**src/rtl/z80_pio_host.sv**
```systemverilog
// z80_pio_host
// Drives a Z80 PIO with Z80-style I/O write, I/O read and interrupt
// acknowledge bus cycles. One command is in flight at a time.
//
// Ports
//   CLK        system clock, rising edge
//   RST_n      asynchronous reset, active HIGH (legacy name)
//   CMD_VALID/CMD_READY  command handshake (accepted when both high)
//   CMD_OP     00 write, 01 read, 10 interrupt acknowledge, 11 reserved (no-op)
//   CMD_ADDR   bit0 -> BASEL, bit1 -> CDSEL
//   CMD_DATA   write data
//   RSP_VALID/RSP_DATA   one-cycle response carrying read data or vector
//   CE, IORQ_n, RD_n, WR_n, M1_n   active-low strobes to the PIO
//   BASEL, CDSEL   PIO port/register select
//   ENA        one-cycle PIO clock-enable strobe
//   DO / DI    data to / from the PIO
//   INT_n      PIO interrupt request (asynchronous)
//   IRQ        synchronized active-high interrupt request
//
// State   | meaning
// --------+-----------------------------------------------
// IDLE    | ready for a command, bus strobes inactive
// T1      | address/select set up, CE low
// T2      | IORQ_n and RD_n/WR_n asserted
// TW      | wait cycles, strobes held
// T3      | strobes released, read response presented
// IA1     | intack: M1_n low
// IA2     | intack: M1_n low, wait counter loaded
// IA3     | intack: M1_n and IORQ_n low, vector captured at the end
// IA4     | intack: strobes released, vector presented

module z80_pio_host #(
  parameter int WAITS = 1
) (
  input  logic       CLK,
  input  logic       RST_n,
  input  logic       CMD_VALID,
  output logic       CMD_READY,
  input  logic [1:0] CMD_OP,
  input  logic [1:0] CMD_ADDR,
  input  logic [7:0] CMD_DATA,
  output logic       RSP_VALID,
  output logic [7:0] RSP_DATA,
  output logic       CE,
  output logic       IORQ_n,
  output logic       RD_n,
  output logic       WR_n,
  output logic       M1_n,
  output logic       BASEL,
  output logic       CDSEL,
  output logic       ENA,
  output logic [7:0] DO,
  input  logic [7:0] DI,
  input  logic       INT_n,
  output logic       IRQ
);

  localparam logic [3:0] LP_WAITS = 4'(WAITS);
  localparam logic [1:0] OP_WR  = 2'b00;
  localparam logic [1:0] OP_RD  = 2'b01;
  localparam logic [1:0] OP_IA  = 2'b10;

  typedef enum logic [3:0] {
    ST_IDLE = 4'd0,
    ST_T1   = 4'd1,
    ST_T2   = 4'd2,
    ST_TW   = 4'd3,
    ST_T3   = 4'd4,
    ST_IA1  = 4'd5,
    ST_IA2  = 4'd6,
    ST_IA3  = 4'd7,
    ST_IA4  = 4'd8
  } state_t;

  state_t     r_state;
  state_t     w_state_nxt;
  logic [3:0] r_cnt;
  logic [3:0] w_cnt_nxt;
  logic [1:0] r_op;
  logic [1:0] r_addr;
  logic [7:0] r_data;
  logic [7:0] r_rsp_data;
  logic       r_sync1;
  logic       r_sync2;
  logic       w_accept;
  logic       w_bus;
  logic       w_capture;

  // Ready is withheld while reset is held so nothing is accepted during reset.
  assign CMD_READY = (r_state == ST_IDLE) && !RST_n;
  assign w_accept  = CMD_VALID && CMD_READY;
  assign w_bus     = (r_state == ST_T1) || (r_state == ST_T2) ||
                     (r_state == ST_TW) || (r_state == ST_T3);
  // Writes also pulse ENA but must not disturb the last response.
  assign w_capture = ENA && ((r_state == ST_IA3) || (r_op == OP_RD));
  assign RSP_DATA  = r_rsp_data;
  assign IRQ       = r_sync2;

  always_ff @(posedge CLK or posedge RST_n) begin
    if (RST_n) begin
      r_state <= ST_IDLE;
      r_cnt   <= 4'd0;
      r_op    <= 2'b00;
      r_addr  <= 2'b00;
      r_data  <= 8'h00;
    end else begin
      r_state <= w_state_nxt;
      r_cnt   <= w_cnt_nxt;
      if (w_accept) begin
        r_op   <= CMD_OP;
        r_addr <= CMD_ADDR;
        r_data <= CMD_DATA;
      end
    end
  end

  always_ff @(posedge CLK or posedge RST_n) begin
    if (RST_n) begin
      r_rsp_data <= 8'h00;
    end else if (w_capture) begin
      r_rsp_data <= DI;
    end
  end

  always_ff @(posedge CLK or posedge RST_n) begin
    if (RST_n) begin
      r_sync1 <= 1'b0;
      r_sync2 <= 1'b0;
    end else begin
      r_sync1 <= ~INT_n;
      r_sync2 <= r_sync1;
    end
  end

  // Wait counter: loaded on the way into TW/IA3 with the number of extra
  // cycles still to spend there; terminal count zero ends the phase.
  always_comb begin
    w_state_nxt = r_state;
    w_cnt_nxt   = r_cnt;
    case (r_state)
      ST_IDLE: begin
        w_cnt_nxt = 4'd0;
        if (w_accept) begin
          case (CMD_OP)
            OP_WR, OP_RD: w_state_nxt = ST_T1;
            OP_IA:        w_state_nxt = ST_IA1;
            default:      w_state_nxt = ST_IDLE;
          endcase
        end
      end
      ST_T1: w_state_nxt = ST_T2;
      ST_T2: begin
        if (LP_WAITS == 4'd0) begin
          w_state_nxt = ST_T3;
        end else begin
          w_state_nxt = ST_TW;
          w_cnt_nxt   = LP_WAITS - 4'd1;
        end
      end
      ST_TW: begin
        if (r_cnt == 4'd0) begin
          w_state_nxt = ST_T3;
        end else begin
          w_cnt_nxt = r_cnt - 4'd1;
        end
      end
      ST_T3:  w_state_nxt = ST_IDLE;
      ST_IA1: w_state_nxt = ST_IA2;
      ST_IA2: begin
        w_state_nxt = ST_IA3;
        w_cnt_nxt   = LP_WAITS;
      end
      ST_IA3: begin
        if (r_cnt == 4'd0) begin
          w_state_nxt = ST_IA4;
        end else begin
          w_cnt_nxt = r_cnt - 4'd1;
        end
      end
      ST_IA4:  w_state_nxt = ST_IDLE;
      default: w_state_nxt = ST_IDLE;
    endcase
  end

  // Strobes decode straight from state so an asynchronous reset releases
  // them in the same cycle.
  always_comb begin
    CE        = 1'b1;
    IORQ_n    = 1'b1;
    RD_n      = 1'b1;
    WR_n      = 1'b1;
    M1_n      = 1'b1;
    BASEL     = 1'b0;
    CDSEL     = 1'b0;
    DO        = 8'h00;
    ENA       = 1'b0;
    RSP_VALID = 1'b0;
    if (w_bus) begin
      CE    = 1'b0;
      BASEL = r_addr[0];
      CDSEL = r_addr[1];
      if (r_op == OP_WR) DO = r_data;
    end
    case (r_state)
      ST_T2, ST_TW: begin
        IORQ_n = 1'b0;
        WR_n   = (r_op != OP_WR);
        RD_n   = (r_op != OP_RD);
        if (r_state == ST_T2) ENA = (LP_WAITS == 4'd0);
        else                  ENA = (r_cnt == 4'd0);
      end
      ST_T3:  RSP_VALID = (r_op == OP_RD);
      ST_IA1, ST_IA2: M1_n = 1'b0;
      ST_IA3: begin
        M1_n   = 1'b0;
        IORQ_n = 1'b0;
        ENA    = (r_cnt == 4'd0);
      end
      ST_IA4:  RSP_VALID = 1'b1;
      default: ;
    endcase
  end

endmodule

```
**config.mk**
```make
export PLATFORM = sky130hd
export DESIGN_NAME = z80_pio_host
export DESIGN_NICKNAME = d
export VERILOG_FILES = /design/src/rtl/z80_pio_host.sv
export SDC_FILE = /design/constraint.sdc
export NUM_CORES = 1
export LEC_CHECK = 0
export ABC_AREA = 1
export BUFFER_PORTS_ARGS = -buffer_cell sky130_fd_sc_hd__buf_4
export CAP_MARGIN = 20
export CORE_MARGIN = 10
export CORE_UTILIZATION = 30
export DETAILED_ROUTE_END_ITERATION = 16
export PLACE_DENSITY = 0.61
export SLEW_MARGIN = 30
export SYNTH_ARGS = -nofsm -noshare
export SYNTH_HDL_FRONTEND = slang
export SYNTH_SLANG_ARGS = --single-unit
```
**constraint.sdc**
```tcl
create_clock -name CLK -period 2.3 [get_ports CLK]
set_input_delay 0.69 -clock CLK [delete_from_list [all_inputs] [get_ports CLK]]
set_output_delay 0.69 -clock CLK [all_outputs]
set_load 0.005 [all_outputs]
```
Word level (Yosys, flattened, before mapping) --
Index checks and enable logic that the tools add are counted.
Storage, ports and cells: input port bits 24, output and inout port bits 27, bits in registers 30, logic and storage cells 67
Operators by class: muxes and demuxes 19, equality and inequality tests 16, bitwise logic cells 1, reduce and logical (&&, ||, !) cells 22, add/subtract/negate cells 1
Operators with widths (count):
- 4-bit one-hot mux with 7 select lines | 1
- 4-bit by 3-bit equality test with 1-bit output, second input constant | 4
- 4-bit two-way mux | 4
- 8-bit two-way mux | 2
- 4-bit one-hot mux with 3 select lines | 1
- 4-bit by 2-bit equality test with 1-bit output, second input constant | 2
- 4-bit logical NOT | 2
- 1-bit two-way mux | 8
- 2-bit OR reduction | 4
- 2-bit by 1-bit != test with 1-bit output, second input constant | 3
- 3-bit one-hot mux with 2 select lines | 1
- 3-bit OR reduction | 2
- 2-bit by 1-bit equality test with 1-bit output, second input constant | 2
- 4-bit by 1-bit equality test with 1-bit output, second input constant | 1
- 4-bit equality test, second input constant | 1
- 2-bit logical NOT | 2
- 1-bit logical OR | 4
- 2-bit != test, second input constant | 2
- 1-bit one-hot mux with 2 select lines | 2
- 4-bit by 1-bit subtractor with 4-bit output, second input constant | 1
- 1-bit logical AND | 3
- 3-bit AND reduction | 1
- 3-bit nonzero test | 1
- 2-bit equality test, second input constant | 1
- other kinds (4) | 4

Logic depth before layout (Yosys ltp) --
depth in word-level cells 5, mapped depth 8

Worst setup path before layout --
No wires, ideal clock.
path type reg-to-output, start register r_state[3], end output CDSEL, stages on the path, launching flop included 9, path slack 0.525 ns, arrival 1.085 ns, path buffers 1, required time 1.610 ns, cell sequence dfrtp_1 > inv_2 > nand2_1 > inv_2 > nand2_1 > nand2_1 > inv_2 > buf_4 > nor2_1
Between the ends: word-level cells in the longest chain between the ends 5
Ends and longest elaborated chain:
- start: declaration | RTL line 75 | state_t r_state;
- start signal: assignment | RTL line 107 | r_state <= w_state_nxt;
- 4-bit by 1-bit equality test with 1-bit output / 4-bit by 2-bit equality test with 1-bit output (equally long branches) | RTL line 92 | assign w_bus = (r_state == ST_T1) || (r_state == ST_T2) ||
- 1-bit logical OR (2 in a row) | RTL line 92
- 1-bit logical OR * | RTL line 93 | (r_state == ST_TW) || (r_state == ST_T3);
- 1-bit two-way mux * | RTL line 198 | if (w_bus) begin
- end: declaration | RTL line 50 | output logic CDSEL,
Mark *: on every way between the ends. The rest lies on a longest branch, timed or not.

Worst setup path in the final report --
start register r_state[3], end output DO[5]
Between the ends: word-level cells in the longest chain between the ends 5
Ends and longest elaborated chain:
- 4-bit by 1-bit equality test with 1-bit output / 4-bit by 2-bit equality test with 1-bit output (equally long branches) | RTL line 92
- 1-bit logical OR (2 in a row) | RTL line 92
- 1-bit logical OR * | RTL line 93
- 8-bit two-way mux * | RTL line 198
- end: declaration | RTL line 52 | output logic [7:0] DO,
Marked as above.

==> results.md <==
- Clock tree from TritonCTS: yes
- Min Tclk post-route: 2171 ps
- All-layer global routing usage: 0.09826
- Final Max Slew Viols: 0
- Synth-to-layout area growth: 36.01%
- Global-route wire length before repair: 6872 microns
- Largest net degree at the start of global routing: 31
- Share of final-layout standard cells stronger than drive strength 1: 0.3110
- Vias in the first global route: 1411
- Final core occ: 0.4317
- End of the worst register-to-register path: r_op[1]
- Unrepaired setup endpoints after global routing: no
- Worst Hold Slack: 349.4 ps
- Largest cells by area after synthesis: sky130_fd_sc_hd__dfrtp_1, sky130_fd_sc_hd__nand2_1, sky130_fd_sc_hd__nand3_1
- Final Net Count: 279
- Count of yosys warnings during synthesis: 0
- Slew at the pin closest to its max-slew limit: 404.8 ps
- Average cell area after synthesis: 7.761 sq um
- Placed wire-length estimate after detailed placement: 3059 microns
- Clk_skew: 6.670 ps
- Flop and latch count out of synthesis: 30
- Worst Min Path Start: r_sync1
- Starting density of the core: 0.3174
- TritonCTS buffer count: 5
- Type of the tightest min-delay check: reg -> reg
- Top-level I/O count: 51
- Total negative slack for setup checks: 0 ps
- Clock Sinks: 30
- Setup CP Type: reg -> out
- Cell Area, Placed: 1976 sq um
- Slack of the critical path: 128.9 ps
- Post-layout instance area: 2079 sq um
- Number of levels the H-tree was split into: 2
- Worst skew pair latency: 290 ps
- Depth of the most critical reg-to-reg path: 7
- Max Cap Viol: 0
- Final cell count without fillers: 321
- Routability congestion estimate from global placement: 0.7751
- Longest Clk Path Bufs: 2
- Count leader, synth: sky130_fd_sc_hd__nand2_1
- Dpl ws: 403.5 ps
- Unique masters post-synth: 23
- Pre-Repair DR Iteration Count: 6
- Worst Setup End Kind: output port
- Sequential-to-total area share from yosys stat: 0.4910
- Core Area: 4817 sq um
- Starting DRC count in detailed routing: 101
- Maximum ir drop on the vdd rail: 0.3469 mV
- DIE WIDTH: 91.39 microns
- Root buffer selected by CTS: sky130_fd_sc_hd__clkbuf_8
- Synth Cell Area: 1529 sq um
- Routed vias: 1392
- Maximum operating frequency: 0.4606 GHz
- Via/cell ratio: 4.336
- Die H: 91.39 microns
- Post-synth top area share: 0.4910
- DR WL/cell: 12.79 microns
- IO buf count: 50
- Site row count: 25
- Instance count after placement with tap cells included: 313
- Post-route DRC violation count: 0
- Static leakage: 1.129 nW
- # hold bufs at CTS: 0
- CP Max Fanout: 11
- Crit path required time: 1610 ps
- Number of flops mapped to enable cells by yosys: 0
- Overall power after layout: 2.713 mW
- Share of the clock period used by the worst path: 0.9440
- Power per cell area: 1305 nW/um^2
- ANT nets after route: 0
- Total setup violations reported at the end of the flow: 0
- Worst endpoint data arrival time: 1480 ps
- Startpoint types: register
- Largest area contributor in the synthesized netlist: sky130_fd_sc_hd__dfrtp_1
- Most used DFF post-synth: sky130_fd_sc_hd__dfrtp_1
- Cell depth of the worst hold path: 0
- Worst slew margin relative to its limit: 0.7295
- Full die area: 8352 sq um
- GRT Residual Overflow: 0
- Routed wire length: 4105 microns
- Worst Hold End: IRQ
- Result of the run: complete, no violations
- Ant diodes: 0
- Antenna violations before repair: 0
- Leading cell types by count after synthesis: sky130_fd_sc_hd__nand2_1, sky130_fd_sc_hd__dfrtp_1, sky130_fd_sc_hd__nand3_1
- Synthesized net count: 223
- Clock transition at the register clock pins on the worst setup and hold paths after CTS: 70 ps
- Cell count after synthesis: 197
- Flop2flop setup slack: 870 ps
- Ys async rst share: 1.000
- Launch instance of the worst register-to-register path: r_state[1]
- Number of hold-slack violations in the final timing report: 0
-- report_power, final --
group	switching, mW	internal, mW	leakage (nW)	total (mW)
sequential	0.160	0.748	0.373	0.908
clock	0.218	0.240	0.0472	0.458
combinational	0.769	0.578	0.709	1.35
total	1.15	1.57	1.13	2.71
-- cells in the final DEF (no fill, tap or decap), drive strengths merged --
master / n
a21oi: 2
buf: 53
clkbuf: 6
clkinv: 2
clkinvlp: 1
dfrtp: 30
ha: 2
inv: 17
nand2: 78
nand3: 28
nand3b: 1
nor2: 23
nor3: 1
o21ai: 8
or2: 1
xor2: 1
-- worst max-delay path: stages (launching register included) --
cell and delay (ps):
sky130_fd_sc_hd__dfrtp_2 460, sky130_fd_sc_hd__inv_2 80, sky130_fd_sc_hd__nand2_1 80, sky130_fd_sc_hd__inv_2 90, sky130_fd_sc_hd__nand2_1 60, sky130_fd_sc_hd__nand2_1 90
sky130_fd_sc_hd__inv_2 100, sky130_fd_sc_hd__nor2_1 120, sky130_fd_sc_hd__buf_4 120
-- kinds of logic (layout without fill, tap and decap cells) --
kind of cell / after synthesis / after routing / share of synthesized area
AO/OA/AOI/OAI: 10 / 10 / 0.03273
AND/OR/NAND/NOR: 132 / 132 / 0.3863
flip-flops: 30 / 30 / 0.4910
adder cells (fa/ha/maj): 2 / 2 / 0.01636
XOR/XNOR: 1 / 1 / 0.005729
buffers and inverters: 22 / 79 / 0.06792
-- routing by layer --
layer	global-route usage	routed length [microns]	up-vias
met5	0	0	-
met3	0.04115	314	6
met2	0.1487	1825	38
li1	-	-	730
met4	0.03916	59	0
met1	0.1202	1905	618
-- flip-flops by register name, summed over array words and instances (netlist names) --
register,count
RSP_DATA,8
r_addr,2
IRQ,1
r_sync1,1
r_state,4
r_op,2
r_data,8
r_cnt,4
-- final cells by class --
cell class | instances | area (sq um)
Clock inverter | 2 | 12.51
Sequential cell | 30 | 752.0
Tap cell | 67 | 83.83
Clock buffer | 6 | 82.58
Timing Repair Buffer | 53 | 397.9
Inverter | 18 | 68.82
Fill cell | 517 | 2738
Multi-Input combinational cell | 145 | 681.9
-- worst max-delay path by stage --
stage / start / to / slack [ps] / cells after the start
floorplan: r_state[3] / CDSEL / 520 / 8
global placement: r_state[3] / CDSEL / 430 / 8
detailed placement: r_state[3] / DO[5] / 400 / 8
CTS: r_state[3] / DO[5] / 90 / 8
global route: r_state[3] / DO[6] / 7 / 8
finish: r_state[3] / DO[5] / 130 / 8
-- timing repair --
item,CTS,global route
resized for setup,0,3
endpoints found under the setup margin,0,10
buffers inserted,0,0
(Power assumes the default switching activity.)
